==> src/rtl/csa_resolve_89_if.sv <==
// Operand/result handshake bundle for the carry-save resolver.
// master drives operands and out_ready; slave is the resolver.
interface csa_resolve_89_if #(
  parameter int WIDTH = 89
);
  logic             in_valid;
  logic             in_ready;
  logic [WIDTH-1:0] c_in;
  logic [WIDTH-1:0] s_in;
  logic             out_valid;
  logic             out_ready;
  logic [WIDTH-1:0] sum;
  logic             cout;

  modport master (
    output in_valid, c_in, s_in, out_ready,
    input  in_ready, out_valid, sum, cout
  );

  modport slave (
    input  in_valid, c_in, s_in, out_ready,
    output in_ready, out_valid, sum, cout
  );
endinterface

==> src/rtl/csa_resolve_89.sv <==
// Chunked carry-propagate adder: resolves {c,s} carry-save pairs
// into binary, one CHUNK-bit slice per cycle.
module csa_resolve_89 #(
  parameter int WIDTH = 89,
  parameter int CHUNK = 30
) (
  input  logic            clk,
  input  logic            rst,
  csa_resolve_89_if.slave io
);
  localparam int NCHUNK = (WIDTH + CHUNK - 1) / CHUNK;
  localparam int LASTW  = WIDTH - (NCHUNK - 1) * CHUNK;
  localparam int IW     = (NCHUNK > 1) ? $clog2(NCHUNK) : 1;

  typedef enum logic [1:0] {IDLE, ADD, DONE} state_t;

  state_t           state;
  state_t           nstate;
  logic [IW-1:0]    idx;
  logic             carry;
  logic [WIDTH-1:0] c_q;
  logic [WIDTH-1:0] s_q;
  logic [WIDTH-1:0] sum_q;
  logic             cout_q;

  logic [31:0]      shamt;
  logic [CHUNK-1:0] cs;
  logic [CHUNK-1:0] ss;
  logic [CHUNK:0]   add;
  logic [WIDTH-1:0] mask;
  logic [WIDTH-1:0] ins;
  logic             last;
  logic             accept;

  assign accept = io.in_valid & io.in_ready;
  assign last   = (idx == IW'(NCHUNK - 1));

  // Slice select; bits above WIDTH shift in as zero, so the
  // last slice's carry-out lands at add[LASTW].
  always_comb begin
    shamt = 32'(idx) * 32'(CHUNK);
    cs    = CHUNK'(c_q >> shamt);
    ss    = CHUNK'(s_q >> shamt);
    add   = {1'b0, cs} + {1'b0, ss} + (CHUNK+1)'(carry);
    mask  = WIDTH'({CHUNK{1'b1}}) << shamt;
    ins   = WIDTH'(add[CHUNK-1:0]) << shamt;
  end

  always_ff @(posedge clk or posedge rst) begin
    if (rst) state <= IDLE;
    else     state <= nstate;
  end

  always_comb begin
    nstate = state;
    unique case (state)
      IDLE:    if (accept) nstate = ADD;
      ADD:     if (last) nstate = DONE;
      DONE:    if (io.out_ready) nstate = IDLE;
      default: nstate = IDLE;
    endcase
  end

  always_comb begin
    io.in_ready  = (state == IDLE);
    io.out_valid = (state == DONE);
  end

  always_ff @(posedge clk or posedge rst) begin
    if (rst) begin
      idx    <= '0;
      carry  <= 1'b0;
      c_q    <= '0;
      s_q    <= '0;
      sum_q  <= '0;
      cout_q <= 1'b0;
    end else begin
      unique case (state)
        IDLE: if (accept) begin
          c_q   <= io.c_in;
          s_q   <= io.s_in;
          idx   <= '0;
          carry <= 1'b0;
        end
        ADD: begin
          sum_q <= (sum_q & ~mask) | ins;
          if (last) begin
            cout_q <= add[LASTW];
            idx    <= '0;
          end else begin
            carry <= add[CHUNK];
            idx   <= idx + 1'b1;
          end
        end
        default: ;
      endcase
    end
  end

  assign io.sum  = sum_q;
  assign io.cout = cout_q;
endmodule

==> src/flat_wrapper.sv <==
// flat-port wrapper written by rule: the top's interface ports become plain ports
module csa_resolve_89_flat 
#(
  parameter int WIDTH = 89,
  parameter int CHUNK = 30
)
  (clk, rst, io_in_valid, io_c_in, io_s_in, io_out_ready, io_in_ready, io_out_valid, io_sum, io_cout);
  csa_resolve_89_if #(.WIDTH(WIDTH)) io_i ();
  input  logic clk;
  input  logic rst;
  input wire logic [$bits(io_i.in_valid)-1:0] io_in_valid;
  input wire logic [$bits(io_i.c_in)-1:0] io_c_in;
  input wire logic [$bits(io_i.s_in)-1:0] io_s_in;
  input wire logic [$bits(io_i.out_ready)-1:0] io_out_ready;
  output wire logic [$bits(io_i.in_ready)-1:0] io_in_ready;
  output wire logic [$bits(io_i.out_valid)-1:0] io_out_valid;
  output wire logic [$bits(io_i.sum)-1:0] io_sum;
  output wire logic [$bits(io_i.cout)-1:0] io_cout;
  assign io_i.in_valid = io_in_valid;
  assign io_i.c_in = io_c_in;
  assign io_i.s_in = io_s_in;
  assign io_i.out_ready = io_out_ready;
  assign io_in_ready = io_i.in_ready;
  assign io_out_valid = io_i.out_valid;
  assign io_sum = io_i.sum;
  assign io_cout = io_i.cout;
  csa_resolve_89 #(.WIDTH(WIDTH), .CHUNK(CHUNK)) u_core (.clk(clk), .rst(rst), .io(io_i));
endmodule
==> config.mk <==
export PLATFORM = sky130hd
export DESIGN_NAME = csa_resolve_89_flat
export DESIGN_NICKNAME = d
export VERILOG_FILES = /design/src/rtl/csa_resolve_89_if.sv /design/src/rtl/csa_resolve_89.sv /design/src/flat_wrapper.sv
export SDC_FILE = /design/constraint.sdc
export NUM_CORES = 1
export LEC_CHECK = 0
export CELL_PAD_IN_SITES_DETAIL_PLACEMENT = 0
export CELL_PAD_IN_SITES_GLOBAL_PLACEMENT = 1
export CORE_UTILIZATION = 37
export DETAILED_ROUTE_END_ITERATION = 8
export PLACE_DENSITY_LB_ADDON = 0.1
export SKIP_LAST_GASP = 1
export SLEW_MARGIN = 20
export SYNTH_ARGS = -nofsm -noshare
export SYNTH_HDL_FRONTEND = slang
export SYNTH_SLANG_ARGS = --single-unit
==> constraint.sdc <==
create_clock -name clk -period 8.9 [get_ports clk]
set_input_delay 1.78 -clock clk [delete_from_list [all_inputs] [get_ports clk]]
set_output_delay 1.78 -clock clk [all_outputs]
set_load 0.05 [all_outputs]
==> run metrics <==
min cycle time layout between 5000 and 6000 ps; clk_lat worst skew between 500 and 600 ps; Mapped Cells between 1k and 1.5k; DRC errors left 0; most used routing layer met2; initial cell density of the core 0.377; Die X-Extent a little over 200 um; Post-CTS Hold Buffers 0; slew at the pin closest to its max-slew limit roughly 1100 ps; Synth area leaders dfrtp_1 (47%), mux2_2 (14%), mux2i_1 (5.0%), nand2_1 (4.7%), ha_1 (3.1%); Req. time, crit path between 9000 and 10000 ps; Final period util 0.613; Core Area between 0.03 and 0.04 sq mm; Post-CTS Setup Repair Bufs 0; asr flop ratio synth 1.00; CTS resizes 0; drt total wl around 48000 um; # IOs between 200 and 300; Fin Clk Skew around 12 ps; CTS buffer count 31; GRT Util Overall 0.234; status finished clean; post-DR vias/cell 5.57; DRT iter0 DRCs just over 700; Cells after DPL between 2k and 2.5k; Nets 1831; vias in the first global route roughly 12k; total grt overflow 0; final setup vio count 0; initial antenna violation count 1; Root Driver clkbuf_16; sequential area share after synthesis 0.466; Routed Antenna Nets 0; WL/cell roughly 22 um; synthesized area around 0.015 sq mm; die area 0.0405 sq mm; CTS sink count 273; CP arrival about 5900 ps; area leader, netlist dfrtp_1; RD Place Congestion about 0.89; HPWL after DPL between 30000 and 40000 um; Top FF cell, synth dfrtp_1; DRT Pass-1 Iters 5; final core occ 0.486; fraction of layout cells with a size suffix above 1 0.168; Slew Viols, Final 0; Synth Register Bits approximately 270; worst-case headroom to the max-slew limit 0.288; H-tree depth 1; Synthesis Warnings 0; Post-Syn Area per Cell 10.6 sq um; die height slightly above 200 um; Fin Hold WS about 470 ps; Max FO, Critical Path 75; net count after synthesis between 1.5k and 2k; first-pass GRT wire length 73000 um; Setup TNS 0 ps; final cell count without fillers between 2k and 2.5k; CTS tree done; final hold vios 0; Synth cell types 83; number of synthesized flops with an enable pin 0; Filler Cell Count between 3k and 4k; met2 Usage GRT 0.400; Max Cap Viol 0; Startpoint Class flip-flop; Crit Path Class flip-flop to flip-flop; met1 Use GR 0.311; largest net degree at the start of global routing approximately 180; f_max 183 MHz; RSZ-0062 raised after global routing false; met3 GRT Util 0.0306; top-area cell type share of the netlist area 0.466; Hold Crit Class flip-flop to flip-flop; Max Root-Sink Buffers 3; vias 12.0k; Crit. End Element flip-flop; row count 72; # port buffers approximately 270; synthesis-to-layout area growth 28.8%; clock-pin slew on the worst setup and hold paths ~60 ps
==> registers in the layout (all words and copies together), names as in the netlist <==
| register | flops |
|---|---|
| u_core.s_q | 89 |
| u_core.io.sum | 89 |
| u_core.c_q | 89 |
| u_core.state | 2 |
| u_core.io.cout | 1 |
| u_core.carry | 1 |
| u_core.idx | 2 |
==> area by class of cell <==
type | count | area (sq um) | area share
multi-input cells | 997 | 7420 | 0.393
flip-flops and latches | 273 | 6840 | 0.362
repair buffers | 288 | 2890 | 0.153
clock buffers | 47 | 926 | 0.0490
well taps | 518 | 648 | 0.0343
clock inverters | 11 | 91.3 | 0.00483
inverters | 20 | 78.8 | 0.00417
diodes | 1 | 2.50 | 0.000132
==> placed cells by master (no fill, tap or decap), types with 5 or more instances in the layout <==
cell type,n
a211oi_1,10
a21boi_1,5
a21o_1,6
a21oi_1,53
a22o_1,8
a22oi_1,15
a31oi_1,8
a32oi_1,5
and2_1,5
and3_1,10
buf_4,12
clkbuf_1,7
clkbuf_16,31
clkbuf_8,9
clkdlybuf4s50_1,273
clkinv_2,7
dfrtp_1,271
ha_1,36
inv_1,19
mux2_2,185
mux2i_1,73
nand2_1,185
nand2b_1,14
nand3_1,11
nand4_1,5
nor2_1,52
nor3_1,11
o2111ai_1,5
o211ai_1,10
o21ai_0,81
o21ai_1,33
o21bai_1,5
o221ai_1,35
o22ai_1,32
or3_1,5
xnor2_1,9
xor2_1,8
==> worst max-delay path, stage by stage (launching register included) <==
cell and delay [ps]:
dfrtp_4 890, buf_4 630, o22ai_1 280, fa_1 460, fa_1 490, a211oi_1 400, o211ai_1 180, nand2_1 190
o21ai_1 130, a311oi_1 350, xor2_1 400, mux2i_1 230, a2111oi_0 500, nor3_1 100
==> cell families after synthesis <==
family,count (synthesis),share of synthesized area
mux,264,0.200
fa+ha+maj,38,0.0334
simple gates,314,0.0926
xor+xnor,18,0.0113
compound gates,363,0.168
buf+inv,111,0.0290
flops,273,0.466
==> Yosys cell counts, drive strengths merged (14+ instances only) <==
cell type / count
dfrtp: 273
mux2: 185
nand2: 185
o21ai: 115
mux2i: 77
clkbuf: 73
a21oi: 54
nor2: 53
ha: 36
o221ai: 35
o22ai: 32
inv: 20
buf: 18
a22oi: 15
nand2b: 14
==> per-stage QoR <==
stage                     area (sq um)  setup WS [ps]
after floorplan                  14700           3510
after CTS                        18900           3510
after detailed placement         17800           3530
after global placement           17800           3590
after global routing             18900           3030
final                            18900           3440
==> metal layers <==
layer  part of all wire  vias to the layer above
met5                  0                        -
met4              0.026                        0
met3              0.043                       64
met2               0.50                      367
met1               0.43                     5986
li1                   -                     5584
==> path summary, 6_finish.rpt <==
kind / depth (start not counted) / endpoint / startpoint / slack [ps]
setup / recovery: 13 / u_core.io.sum[80] / u_core.idx[0] / 3440
hold / removal: 2 / u_core.io.sum[2] / u_core.io.sum[2] / 470
setup reg to reg: 13 / u_core.io.sum[80] / u_core.idx[0] / 3440
hold reg to reg: 2 / u_core.io.sum[2] / u_core.io.sum[2] / 470
max in group asynchronous: 4 / u_core.idx[0] / rst / 5280
min in group asynchronous: 2 / u_core.c_q[60] / rst / 1620
Power is left out: the tool's default activity adds up to more than one toggle a clock period on the data nets, which glitch-free logic cannot reach.
